File: src/rtl/mcpu_ctrl_pkg.sv
// Shared encodings for the multi-cycle MIPS-subset controller: states, opcodes,
// funct codes, ALU operations, mux selects and trap causes.
package mcpu_ctrl_pkg;

    typedef enum logic [2:0] {
        ST_IF   = 3'd0,
        ST_ID   = 3'd1,
        ST_EX   = 3'd2,
        ST_MEM  = 3'd3,
        ST_WB   = 3'd4,
        ST_TRAP = 3'd7
    } state_e;

    localparam logic [5:0] OP_R    = 6'b000000;
    localparam logic [5:0] OP_J    = 6'b000010;
    localparam logic [5:0] OP_JAL  = 6'b000011;
    localparam logic [5:0] OP_BEQ  = 6'b000100;
    localparam logic [5:0] OP_BNE  = 6'b000101;
    localparam logic [5:0] OP_ADDI = 6'b001000;
    localparam logic [5:0] OP_XORI = 6'b001110;
    localparam logic [5:0] OP_LW   = 6'b100011;
    localparam logic [5:0] OP_SW   = 6'b101011;

    localparam logic [5:0] FN_ADD = 6'b100000;
    localparam logic [5:0] FN_SUB = 6'b100010;
    localparam logic [5:0] FN_SLT = 6'b101010;
    localparam logic [5:0] FN_JR  = 6'b001000;

    localparam logic [2:0] ALU_ADD = 3'b000;
    localparam logic [2:0] ALU_SUB = 3'b001;
    localparam logic [2:0] ALU_XOR = 3'b010;
    localparam logic [2:0] ALU_SLT = 3'b011;

    localparam logic       SRCA_PC  = 1'b0;
    localparam logic       SRCA_A   = 1'b1;
    localparam logic [1:0] SRCB_B   = 2'd0;
    localparam logic [1:0] SRCB_4   = 2'd1;
    localparam logic [1:0] SRCB_IMM = 2'd2;
    localparam logic [1:0] SRCB_BR  = 2'd3;

    localparam logic [1:0] DST_RT = 2'd0;
    localparam logic [1:0] DST_RD = 2'd1;
    localparam logic [1:0] DST_RA = 2'd2;

    localparam logic [1:0] WB_ALUOUT = 2'd0;
    localparam logic [1:0] WB_MEM    = 2'd1;
    localparam logic [1:0] WB_PC     = 2'd2;

    localparam logic [1:0] PC_ALU    = 2'd0;
    localparam logic [1:0] PC_ALUOUT = 2'd1;
    localparam logic [1:0] PC_JUMP   = 2'd2;
    localparam logic [1:0] PC_REG    = 2'd3;

    localparam logic [1:0] CAUSE_NONE    = 2'b00;
    localparam logic [1:0] CAUSE_ILLEGAL = 2'b01;
    localparam logic [1:0] CAUSE_BUS     = 2'b10;

    function automatic logic is_legal(input logic [5:0] op, input logic [5:0] fn);
        logic ok;
        ok = 1'b0;
        case (op)
            OP_LW, OP_SW, OP_J, OP_JAL, OP_BEQ, OP_BNE, OP_ADDI, OP_XORI: ok = 1'b1;
            OP_R: ok = (fn == FN_ADD) || (fn == FN_SUB) || (fn == FN_SLT) || (fn == FN_JR);
            default: ok = 1'b0;
        endcase
        return ok;
    endfunction

    function automatic logic [2:0] rtype_alu_op(input logic [5:0] fn);
        logic [2:0] op;
        case (fn)
            FN_SUB:  op = ALU_SUB;
            FN_SLT:  op = ALU_SLT;
            default: op = ALU_ADD;
        endcase
        return op;
    endfunction

endpackage

File: src/rtl/mcpu_wait_timer.sv
// Memory wait-cycle counter: clears on request, counts stalled cycles and flags
// the last allowed wait cycle. TIMEOUT = 0 never expires.
module mcpu_wait_timer #(
    parameter int TMR_W   = 8,
    parameter int TIMEOUT = 16
) (
    input  logic clk,
    input  logic reset,
    input  logic clr,
    input  logic inc,
    output logic expired
);

    localparam logic [TMR_W-1:0] LAST = TMR_W'(TIMEOUT - 1);

    logic [TMR_W-1:0] cnt_q;
    logic [TMR_W-1:0] cnt_d;

    always_comb begin
        cnt_d = cnt_q;
        if (clr) begin
            cnt_d = '0;
        end else if (inc) begin
            cnt_d = cnt_q + TMR_W'(1);
        end
    end

    always_ff @(posedge clk) begin
        if (reset) begin
            cnt_q <= '0;
        end else begin
            cnt_q <= cnt_d;
        end
    end

    assign expired = (TIMEOUT != 0) && (cnt_q == LAST);

endmodule

File: src/rtl/mcpu_ctrl_fsm.sv
// Multi-cycle MIPS-subset controller: registered state, combinational datapath
// controls, memory handshake with timeout, sticky trap and retired counter.
module mcpu_ctrl_fsm
    import mcpu_ctrl_pkg::*;
#(
    parameter int CNT_W       = 32,
    parameter int MEM_TIMEOUT = 16,
    parameter int TMR_W       = 8
) (
    input  logic             clk,
    input  logic             reset,
    input  logic [31:0]      instr,
    input  logic             alu_zero,
    input  logic             mem_ack,
    output logic             pc_we,
    output logic             ir_we,
    output logic             aluout_we,
    output logic             a_we,
    output logic             b_we,
    output logic             iord,
    output logic             mem_req,
    output logic             mem_we,
    output logic             reg_we,
    output logic [1:0]       reg_dst,
    output logic [1:0]       wb_sel,
    output logic             alu_src_a,
    output logic [1:0]       alu_src_b,
    output logic             imm_zext,
    output logic [2:0]       alu_op,
    output logic [1:0]       pc_src,
    output logic [2:0]       state,
    output logic             trap,
    output logic [1:0]       trap_cause,
    output logic [CNT_W-1:0] retired_cnt
);

    state_e            state_q, state_d;
    logic              trap_q, trap_d;
    logic [1:0]        cause_q, cause_d;
    logic [CNT_W-1:0]  retired_q, retired_d;
    logic              tmr_inc;
    logic              tmr_clr;
    logic              tmr_expired;
    logic              retire;

    logic [5:0] opcode;
    logic [5:0] funct;
    logic       unused_instr_bits;

    assign opcode            = instr[31:26];
    assign funct             = instr[5:0];
    assign unused_instr_bits = ^instr[25:6];

    always_comb begin
        state_d   = state_q;
        trap_d    = trap_q;
        cause_d   = cause_q;
        tmr_inc   = 1'b0;
        pc_we     = 1'b0;
        ir_we     = 1'b0;
        aluout_we = 1'b0;
        a_we      = 1'b0;
        b_we      = 1'b0;
        iord      = 1'b0;
        mem_req   = 1'b0;
        mem_we    = 1'b0;
        reg_we    = 1'b0;
        reg_dst   = DST_RT;
        wb_sel    = WB_ALUOUT;
        alu_src_a = SRCA_PC;
        alu_src_b = SRCB_B;
        imm_zext  = 1'b0;
        alu_op    = ALU_ADD;
        pc_src    = PC_ALU;

        case (state_q)
            ST_IF: begin
                mem_req   = 1'b1;
                alu_src_b = SRCB_4;
                if (mem_ack) begin
                    ir_we   = 1'b1;
                    pc_we   = 1'b1;
                    state_d = ST_ID;
                end else if (tmr_expired) begin
                    state_d = ST_TRAP;
                    trap_d  = 1'b1;
                    cause_d = CAUSE_BUS;
                end else begin
                    tmr_inc = 1'b1;
                end
            end
            ST_ID: begin
                // Branch target is computed speculatively into ALUOut.
                alu_src_b = SRCB_BR;
                if (!is_legal(opcode, funct)) begin
                    state_d = ST_TRAP;
                    trap_d  = 1'b1;
                    cause_d = CAUSE_ILLEGAL;
                end else begin
                    a_we      = 1'b1;
                    b_we      = 1'b1;
                    aluout_we = 1'b1;
                    if (opcode == OP_J) begin
                        pc_we   = 1'b1;
                        pc_src  = PC_JUMP;
                        state_d = ST_IF;
                    end else begin
                        state_d = ST_EX;
                    end
                end
            end
            ST_EX: begin
                case (opcode)
                    OP_LW, OP_SW: begin
                        alu_src_a = SRCA_A;
                        alu_src_b = SRCB_IMM;
                        aluout_we = 1'b1;
                        state_d   = ST_MEM;
                    end
                    OP_R: begin
                        if (funct == FN_JR) begin
                            pc_we   = 1'b1;
                            pc_src  = PC_REG;
                            state_d = ST_IF;
                        end else begin
                            alu_src_a = SRCA_A;
                            alu_op    = rtype_alu_op(funct);
                            aluout_we = 1'b1;
                            state_d   = ST_WB;
                        end
                    end
                    OP_ADDI, OP_XORI: begin
                        alu_src_a = SRCA_A;
                        alu_src_b = SRCB_IMM;
                        imm_zext  = (opcode == OP_XORI);
                        alu_op    = (opcode == OP_XORI) ? ALU_XOR : ALU_ADD;
                        aluout_we = 1'b1;
                        state_d   = ST_WB;
                    end
                    OP_BEQ, OP_BNE: begin
                        alu_src_a = SRCA_A;
                        alu_op    = ALU_SUB;
                        pc_we     = (opcode == OP_BEQ) ? alu_zero : !alu_zero;
                        pc_src    = PC_ALUOUT;
                        state_d   = ST_IF;
                    end
                    OP_JAL: begin
                        reg_we  = 1'b1;
                        reg_dst = DST_RA;
                        wb_sel  = WB_PC;
                        pc_we   = 1'b1;
                        pc_src  = PC_JUMP;
                        state_d = ST_IF;
                    end
                    default: begin
                        // IR changed under us after decode; treat as illegal.
                        state_d = ST_TRAP;
                        trap_d  = 1'b1;
                        cause_d = CAUSE_ILLEGAL;
                    end
                endcase
            end
            ST_MEM: begin
                mem_req = 1'b1;
                iord    = 1'b1;
                mem_we  = (opcode == OP_SW);
                if (mem_ack) begin
                    state_d = (opcode == OP_SW) ? ST_IF : ST_WB;
                end else if (tmr_expired) begin
                    state_d = ST_TRAP;
                    trap_d  = 1'b1;
                    cause_d = CAUSE_BUS;
                end else begin
                    tmr_inc = 1'b1;
                end
            end
            ST_WB: begin
                reg_we = 1'b1;
                if (opcode == OP_LW) begin
                    wb_sel = WB_MEM;
                end else if (opcode == OP_R) begin
                    reg_dst = DST_RD;
                end
                state_d = ST_IF;
            end
            ST_TRAP: begin
                state_d = ST_TRAP;
            end
            default: begin
                state_d = ST_IF;
            end
        endcase

        // Reset abandons any in-flight request or write immediately.
        if (reset) begin
            pc_we     = 1'b0;
            ir_we     = 1'b0;
            aluout_we = 1'b0;
            a_we      = 1'b0;
            b_we      = 1'b0;
            mem_req   = 1'b0;
            mem_we    = 1'b0;
            reg_we    = 1'b0;
        end
    end

    assign retire    = (state_d == ST_IF) &&
                       (state_q inside {ST_ID, ST_EX, ST_MEM, ST_WB});
    assign retired_d = retired_q + CNT_W'(retire);
    assign tmr_clr   = (state_d != state_q) || mem_ack;

    mcpu_wait_timer #(
        .TMR_W   (TMR_W),
        .TIMEOUT (MEM_TIMEOUT)
    ) u_wait_timer (
        .clk     (clk),
        .reset   (reset),
        .clr     (tmr_clr),
        .inc     (tmr_inc),
        .expired (tmr_expired)
    );

    always_ff @(posedge clk) begin
        if (reset) begin
            state_q   <= ST_IF;
            trap_q    <= 1'b0;
            cause_q   <= CAUSE_NONE;
            retired_q <= '0;
        end else begin
            state_q   <= state_d;
            trap_q    <= trap_d;
            cause_q   <= cause_d;
            retired_q <= retired_d;
        end
    end

    assign state       = state_q;
    assign trap        = trap_q;
    assign trap_cause  = cause_q;
    assign retired_cnt = retired_q;

endmodule

File: config.mk
export PLATFORM = sky130hd
export DESIGN_NAME = mcpu_ctrl_fsm
export DESIGN_NICKNAME = d
export VERILOG_FILES = /design/src/rtl/mcpu_ctrl_pkg.sv /design/src/rtl/mcpu_wait_timer.sv /design/src/rtl/mcpu_ctrl_fsm.sv
export SDC_FILE = /design/constraint.sdc
export NUM_CORES = 1
export LEC_CHECK = 0
export ABC_AREA = 1
export BUFFER_PORTS_ARGS = -buffer_cell sky130_fd_sc_hd__buf_2
export CAP_MARGIN = 40
export CORE_MARGIN = 1
export CORE_UTILIZATION = 35
export DETAILED_ROUTE_END_ITERATION = 10
export PLACE_DENSITY = 0.58
export SLEW_MARGIN = 20
export SYNTH_ARGS = -nofsm -noshare
export SYNTH_HDL_FRONTEND = slang
export SYNTH_HIERARCHICAL = 1
export SYNTH_SLANG_ARGS = --single-unit
export TNS_END_PERCENT = 10
File: constraint.sdc
create_clock -name clk -period 2.73 [get_ports clk]
set_input_delay 0.546 -clock clk [delete_from_list [all_inputs] [get_ports clk]]
set_output_delay 0.546 -clock clk [all_outputs]
set_load 0.01 [all_outputs]
# Word level (Yosys, flattened, before mapping)
# Index checks and enable logic that the tools add are counted.
[totals]
out_inout_bits = 60
inputBits = 36
reg_bits = 46
wordCells = 123
[op_classes]
reduce_logical = 22
addsub = 2
n_eq_ne = 23
mux = 71
[op_table]
columns = ["operator", "n"]
rows = [
  ["1-bit 2-to-1 mux", 34],
  ["32-bit by 1-bit adder with 32-bit output", 1],
  ["6-bit == test (second input constant)", 5],
  ["2-bit 2-to-1 mux", 13],
  ["2-bit case mux with 3 select lines", 4],
  ["6-bit by 4-bit == test with 1-bit output (second input constant)", 3],
  ["3-bit 2-to-1 mux", 6],
  ["2-bit case mux with 2 select lines", 4],
  ["8-bit OR reduction", 2],
  ["3-bit case mux with 5 select lines", 1],
  ["6-bit by 2-bit == test with 1-bit output (second input constant)", 2],
  ["6-bit by 3-bit == test with 1-bit output (second input constant)", 2],
  ["3-bit case mux with 4 select lines", 1],
  ["1-bit case mux with 2 select lines", 5],
  ["2-bit OR reduction", 5],
  ["1-bit case mux with 3 select lines", 3],
  ["8-bit by 1-bit adder with 8-bit output (second input constant)", 1],
  ["8-bit by 4-bit == test with 1-bit output (second input constant)", 1],
  ["3-bit by 2-bit == test with 1-bit output (second input constant)", 2],
  ["3-bit == test (second input constant)", 2],
  ["3-bit logical NOT", 2],
  ["6-bit logical NOT", 1],
  ["2-bit inequality test (second input constant)", 3],
  ["6-bit OR reduction", 1],
  ["other kinds (11)", 14],
]

# Longest topological paths before layout
[depth]
word_depth = 11
mapped_depth = 23
ltp_nobuf = 23

# By module
# The synthesis kept the hierarchy.
[by_module_without_submodules]
columns = ["mod", "area_per_inst_um2", "instances", "seq_area_each_um2", "cells_per_inst"]
rows = [
  ["mcpu_ctrl_fsm", 2631.3, 1, 760.7, 431],
  ["mcpu_wait_timer", 376.6, 1, 160.2, 55],
]

# Worst setup path after synthesis
# OpenSTA, ideal clock, no wires.
[synth_path]
path_kind = "input port to flip-flop"
start = "input port instr[30]"
end = "register retired_q[22] (netlist: retired_cnt[22])"
required_ns = 2.659
path_slack_ns = -0.035
n_path_buf = 0
cell_stages = 18
setup_ns = 0.071
t_arrival_ns = 2.695
path_cell_list = "nor2_4 nand3_1 nand2_1 nor2_2 nand2_1 nand2_1 nand2_1 nand3_1 nor3_1 ha_1 ha_1 nand2_1 inv_1 nand3_1 nor4_1 inv_1 or2_0 a21oi_1"
[synth_via]
elab_chain_len = 9
word_cells_on_any_way = 24
cone_classes = "add/sub (1); eq/ne (8); mux (8); reduce/logical (7)"
[synth_lines]
columns = ["item", "line", "rtl"]
rows = [
  ["start: declaration", "mcpu_ctrl_fsm.sv:12", "input logic [31:0] instr,"],
  ["6-bit by 2-bit == test with 1-bit output (tied with other cells)", "mcpu_ctrl_pkg.sv:61, mcpu_ctrl_fsm.sv:103", ""],
  ["8-bit OR reduction", "mcpu_ctrl_pkg.sv:61", "case (op)"],
  ["1-bit case mux with 2 select lines", "mcpu_ctrl_pkg.sv:61", ""],
  ["1-bit 2-to-1 mux", "mcpu_ctrl_fsm.sv:76", "case (state_q)"],
  ["3-bit 2-to-1 mux", "mcpu_ctrl_fsm.sv:95", "if (!is_legal(opcode, funct)) begin"],
  ["3-bit case mux with 5 select lines (*)", "mcpu_ctrl_fsm.sv:76", ""],
  ["3-bit logical NOT (*)", "mcpu_ctrl_fsm.sv:207", "assign retire = (state_d == ST_IF) &&"],
  ["1-bit logical AND (*)", "mcpu_ctrl_fsm.sv:207", ""],
  ["32-bit by 1-bit adder with 32-bit output (*)", "mcpu_ctrl_fsm.sv:209", "assign retired_d = retired_q + CNT_W'(retire);"],
  ["end signal: assignment", "mcpu_ctrl_fsm.sv:233", "retired_q <= retired_d;"],
  ["end: declaration", "mcpu_ctrl_fsm.sv:40", "logic [CNT_W-1:0] retired_q, retired_d;"],
]
# Every way passes the cells marked *; elsewhere a longest branch is shown, timed or not. The select of a mux whose other input is x is not followed.
# A chain may end at the register's enable or synchronous reset.

# Worst setup path in the final report
[layout_path]
start = "input port instr[28]"
end = "register retired_q[14] (netlist: retired_cnt[14])"
# Same word-level chain as after synthesis.

==> summary.txt <==
Power and ir drop
  – Int Pwr: 1.321 mW
  – Leakage power: 2.056 nW
  – Sequential fraction of design power: 35.1%
  – Comb power frac: 45.0%
  – Total power divided by cell area: 496.1 nW/µm²
  – Maximum vdd drop: 411.9 µV
  – Net Sw Frac: 39.00%
  – Clk pwr share: 20.0%
  – Switch Pwr: 0.8445 mW

Finish
  – Area delta synth->final: 45.09%
  – Fillers: 850
  – ANT cells: 0
  – Core Util, Final: 52.85%
  – Layout Nets: 677
  – Layout cells sized above 1: 38.50%

STA
  – Fin Clk Skew: 0.01375 ns
  – Worst Slack Setup Final: -0.1547 ns
  – Pins Over Slew Limit: 0
  – Setup-failing EPs final: 16
  – Worst-Margin Slew: 0.5228 ns
  – Slew margin rel.: 65.11%
  – Maximum clock frequency: 346.7 MHz
  – Final Cycle Share: 105.7%
  – Hold Vio Cnt, Final: 0
  – Final Critical Period: 2.885 ns
  – Setup repair after global routing missed its margin: true
  – TNS Setup: -1.274 ns

Global routing
  – Vias in the first global route: 3197
  – Antenna violations before repair: 0
  – All-layer global routing usage: 20.72%
  – Congestion Overflow GR: 0
  – Global-route wire length before repair: 14.65 mm
  – Largest net degree at the start of global routing: 30

Synthesis
  – Synth Area in Compound Gates: 10.27%
  – Proportion of synthesized area in mux cells: 0%
  – Mapped Nets: 525
  – Share of synthesized flip-flops with an asynchronous set or reset: 0%
  – Adder-Cell Fraction of Synth Area: 1.248%
  – Synth top area share: 30.62%
  – Cells after Synth: 486
  – Count of cell types in the netlist: 35
  – Ys Warns: 6
  – Cell Area, Synth: 3008 µm²
  – Mapped Avg Cell Area: 6.189 µm²
  – Largest family of logic cells by synthesized area: simple AND/OR/NAND/NOR gates
  – Most frequently used flop master after synthesis: dfxtp_1
  – Seq/Total Area, Yosys: 30.62%
  – Biggest area consumer among synthesized cells: dfxtp_1
  – Synth Area in XOR/XNOR: 1.456%
  – Post-synth EDFFs: 0
  – Post-Synth Simple-Gate Area: 45.22%
  – #FFs+latches synth: 46
  – Synth area leaders: dfxtp_1 (31%), nand2_1 (13%), nor2_1 (9.7%), inv_1 (7.6%), a21oi_1 (6.3%)

Clocking
  – Clock Latency Late Sink: 0.31 ns
  – Post-CTS Hold Fix Bufs: 0
  – Clock slew at reported path FFs: 0.09 ns
  – CTS tree: done
  – CTS Root Cell: clkbuf_8
  – H-tree levels: 2
  – CTS Buffer Depth: 2
  – Clk sink count: 46
  – Inserted Clock Buffers: 5

Critical path
  – Worst Path Arrival: 3.07 ns
  – Worst R2R Setup Slack: -0.14 ns
  – Worst Reg2Reg Path Length in Cells: 22
  – Worst r2r src: u_wait_timer/cnt_q[1]$_SDFFE_PP0P_
  – Setup crit end kind: register
  – FF-to-FF End: retired_cnt[14]$_SDFF_PP0_
  – Crit path launch type: input port
  – CP Class: input port to register
  – Worst Path Max Fanout: 5
  – WP data required: 2.91 ns

Outcome
  – Result of the run: finished, violations left
  – Failing checks: negative setup slack

Routing
  – DRT Wirelength: 9.054 mm
  – Average vias per placed instance: 4.866
  – Vias: 3620
  – DRT Pass-1 Iters: 5
  – Initial DRC Count: 142
  – Antenna Nets Post-Route: 0
  – DRC Markers: 0
  – WL per Instance: 12.17 µm

Placed design
  – Dpl ws: -0.5538 ns
  – DP HPWL: 6.896 mm
  – Placer congestion estimate: 0.9138
  – Buffers on Ports: 74

Min path
  – Hold/Removal Path Class: register to register
  – Hold Startpoint: trap$_SDFFE_PP0P_
  – Hold Path Cell Cnt: 2
  – Hold EP: trap$_SDFFE_PP0P_

Flow run
  – # Max-Cap Violations: 0

Floorplan
  – Initial Utilization: 36.42%
  – Top-Level Pins: 96
  – Width of the die: 94.71 µm
  – Core Rows: 33
  – Die Y: 94.71 µm
  – Die area: 8969 µm²
  – Core Area: 8258 µm²
cells in the mapped netlist (3+ instances only):
cell / instances
nand3_1: 34
nand4_1: 12
ha_1: 3
nor3_1: 22
or2_0: 6
nor2_4: 4
nor2_2: 9
a21oi_1: 38
nor3_2: 5
buf_4: 4
inv_1: 61
dfxtp_1: 46
inv_2: 12
nand2_2: 6
clkbuf_1: 5
o21ai_0: 13
nor2_1: 78
xor2_1: 3
nand2_1: 103
registers in the layout (all words and copies together) (netlist names):
| signal | cells |
|---|---|
| retired_cnt | 32 |
| trap | 1 |
| state | 3 |
| u_wait_timer/cnt_q | 8 |
| trap_cause | 2 |
cells in the final DEF, fill, tap and decap left out, types with 12 or more instances in the layout:
cell type and n:
nand4_1 12, nor2_1 70, nor3_1 17, nand2_1 98
dfxtp_1 43, nor2_2 14, a21oi_1 36, buf_4 77
inv_2 15, buf_2 74, inv_1 58, nand3_1 26
metal layers:
layer | vias to the layer above | wire length [µm] | global-route usage (%)
met2 | 95 | 4398 | 35.19
li1 | 1860 | - | -
met1 | 1652 | 4058 | 26.55
met4 | 0 | 126 | 5.429
met5 | - | 0 | 0
met3 | 13 | 470 | 4.187
logic make-up (layout without fill, tap and decap cells):
logic type / Yosys count / after routing
compound gates: 59 / 59
flops: 46 / 46
xor+xnor: 5 / 5
buf+inv: 84 / 236
simple gates: 288 / 289
fa+ha+maj: 3 / 3
other cells: 1 / 1
worst max path at each step:
| stage | start | end | slack [ns] | cells after the start |
|---|---|---|---|---|
| after floorplan | instr[30] | retired_cnt[22]$_SDFF_PP0_ | -0.005 | 18 |
| after global placement | instr[30] | retired_cnt[28]$_SDFF_PP0_ | -0.49 | 20 |
| after detailed placement | instr[30] | retired_cnt[22]$_SDFF_PP0_ | -0.55 | 20 |
| after CTS | u_wait_timer/cnt_q[0]$_SDFFE_PP0P_ | retired_cnt[26]$_SDFF_PP0_ | -0.13 | 23 |
| after global routing | u_wait_timer/cnt_q[1]$_SDFFE_PP0P_ | retired_cnt[14]$_SDFF_PP0_ | -0.37 | 22 |
| final | instr[28] | retired_cnt[14]$_SDFF_PP0_ | -0.15 | 19 |
power by group through the flow:
stage	clock, mW	sequential (mW)	combinational, mW
floorplan	0	0.784	0.488
global placement	0	0.770	0.904
detailed placement	0	0.770	0.912
CTS	0.449	0.758	0.933
global route	0.479	0.765	1.09
finish	0.432	0.759	0.974
through the flow:
step           power (mW)  hold slack, ns  cell area, µm²  instances
2_1_floorplan       1.272          0.4538            3015        486
3_3_place_gp        1.673          0.4390            4011        728
3_5_place_dp        1.682          0.4402            4011        728
4_1_cts             2.140          0.4543            4247        741
5_1_grt             2.332          0.4820            4364        744
6_report            2.165          0.4568            4364        744
timing repair:
| item | CTS | global route |
|---|---|---|
| buffers inserted | 5 | 2 |
| setup endpoints to repair | 26 | 27 |
| pin swaps | 13 | 19 |
| gates cloned | 0 | 1 |
| resized for setup | 28 | 27 |
worst max-delay path, stage by stage:
cell and delay (ns):
buf_2 0.13, nor2_2 0.22, inv_1 0.08, nor2_1 0.19
nor2_1 0.09, nand4_1 0.15, nand4_1 0.15, nor3_4 0.20
ha_2 0.23, ha_4 0.14, nand2_2 0.05, inv_2 0.08
buf_6 0.12, nand3_4 0.09, nor2_4 0.11, nand2_2 0.08
nor2_4 0.18, xnor2_1 0.16, nor2_1 0.06
cell type report:
class | count | area, µm² | share of cell area [%]
multi-input cells | 357 | 1961 | 44.93
repair buffers | 154 | 982.2 | 22.51
flip-flops and latches | 46 | 924.6 | 21.19
inverters | 74 | 279.0 | 6.393
well taps | 105 | 131.4 | 3.010
clock buffers | 6 | 72.57 | 1.663
clock inverters | 2 | 13.76 | 0.3154
Note: power is estimated with default switching activity, not from simulation.
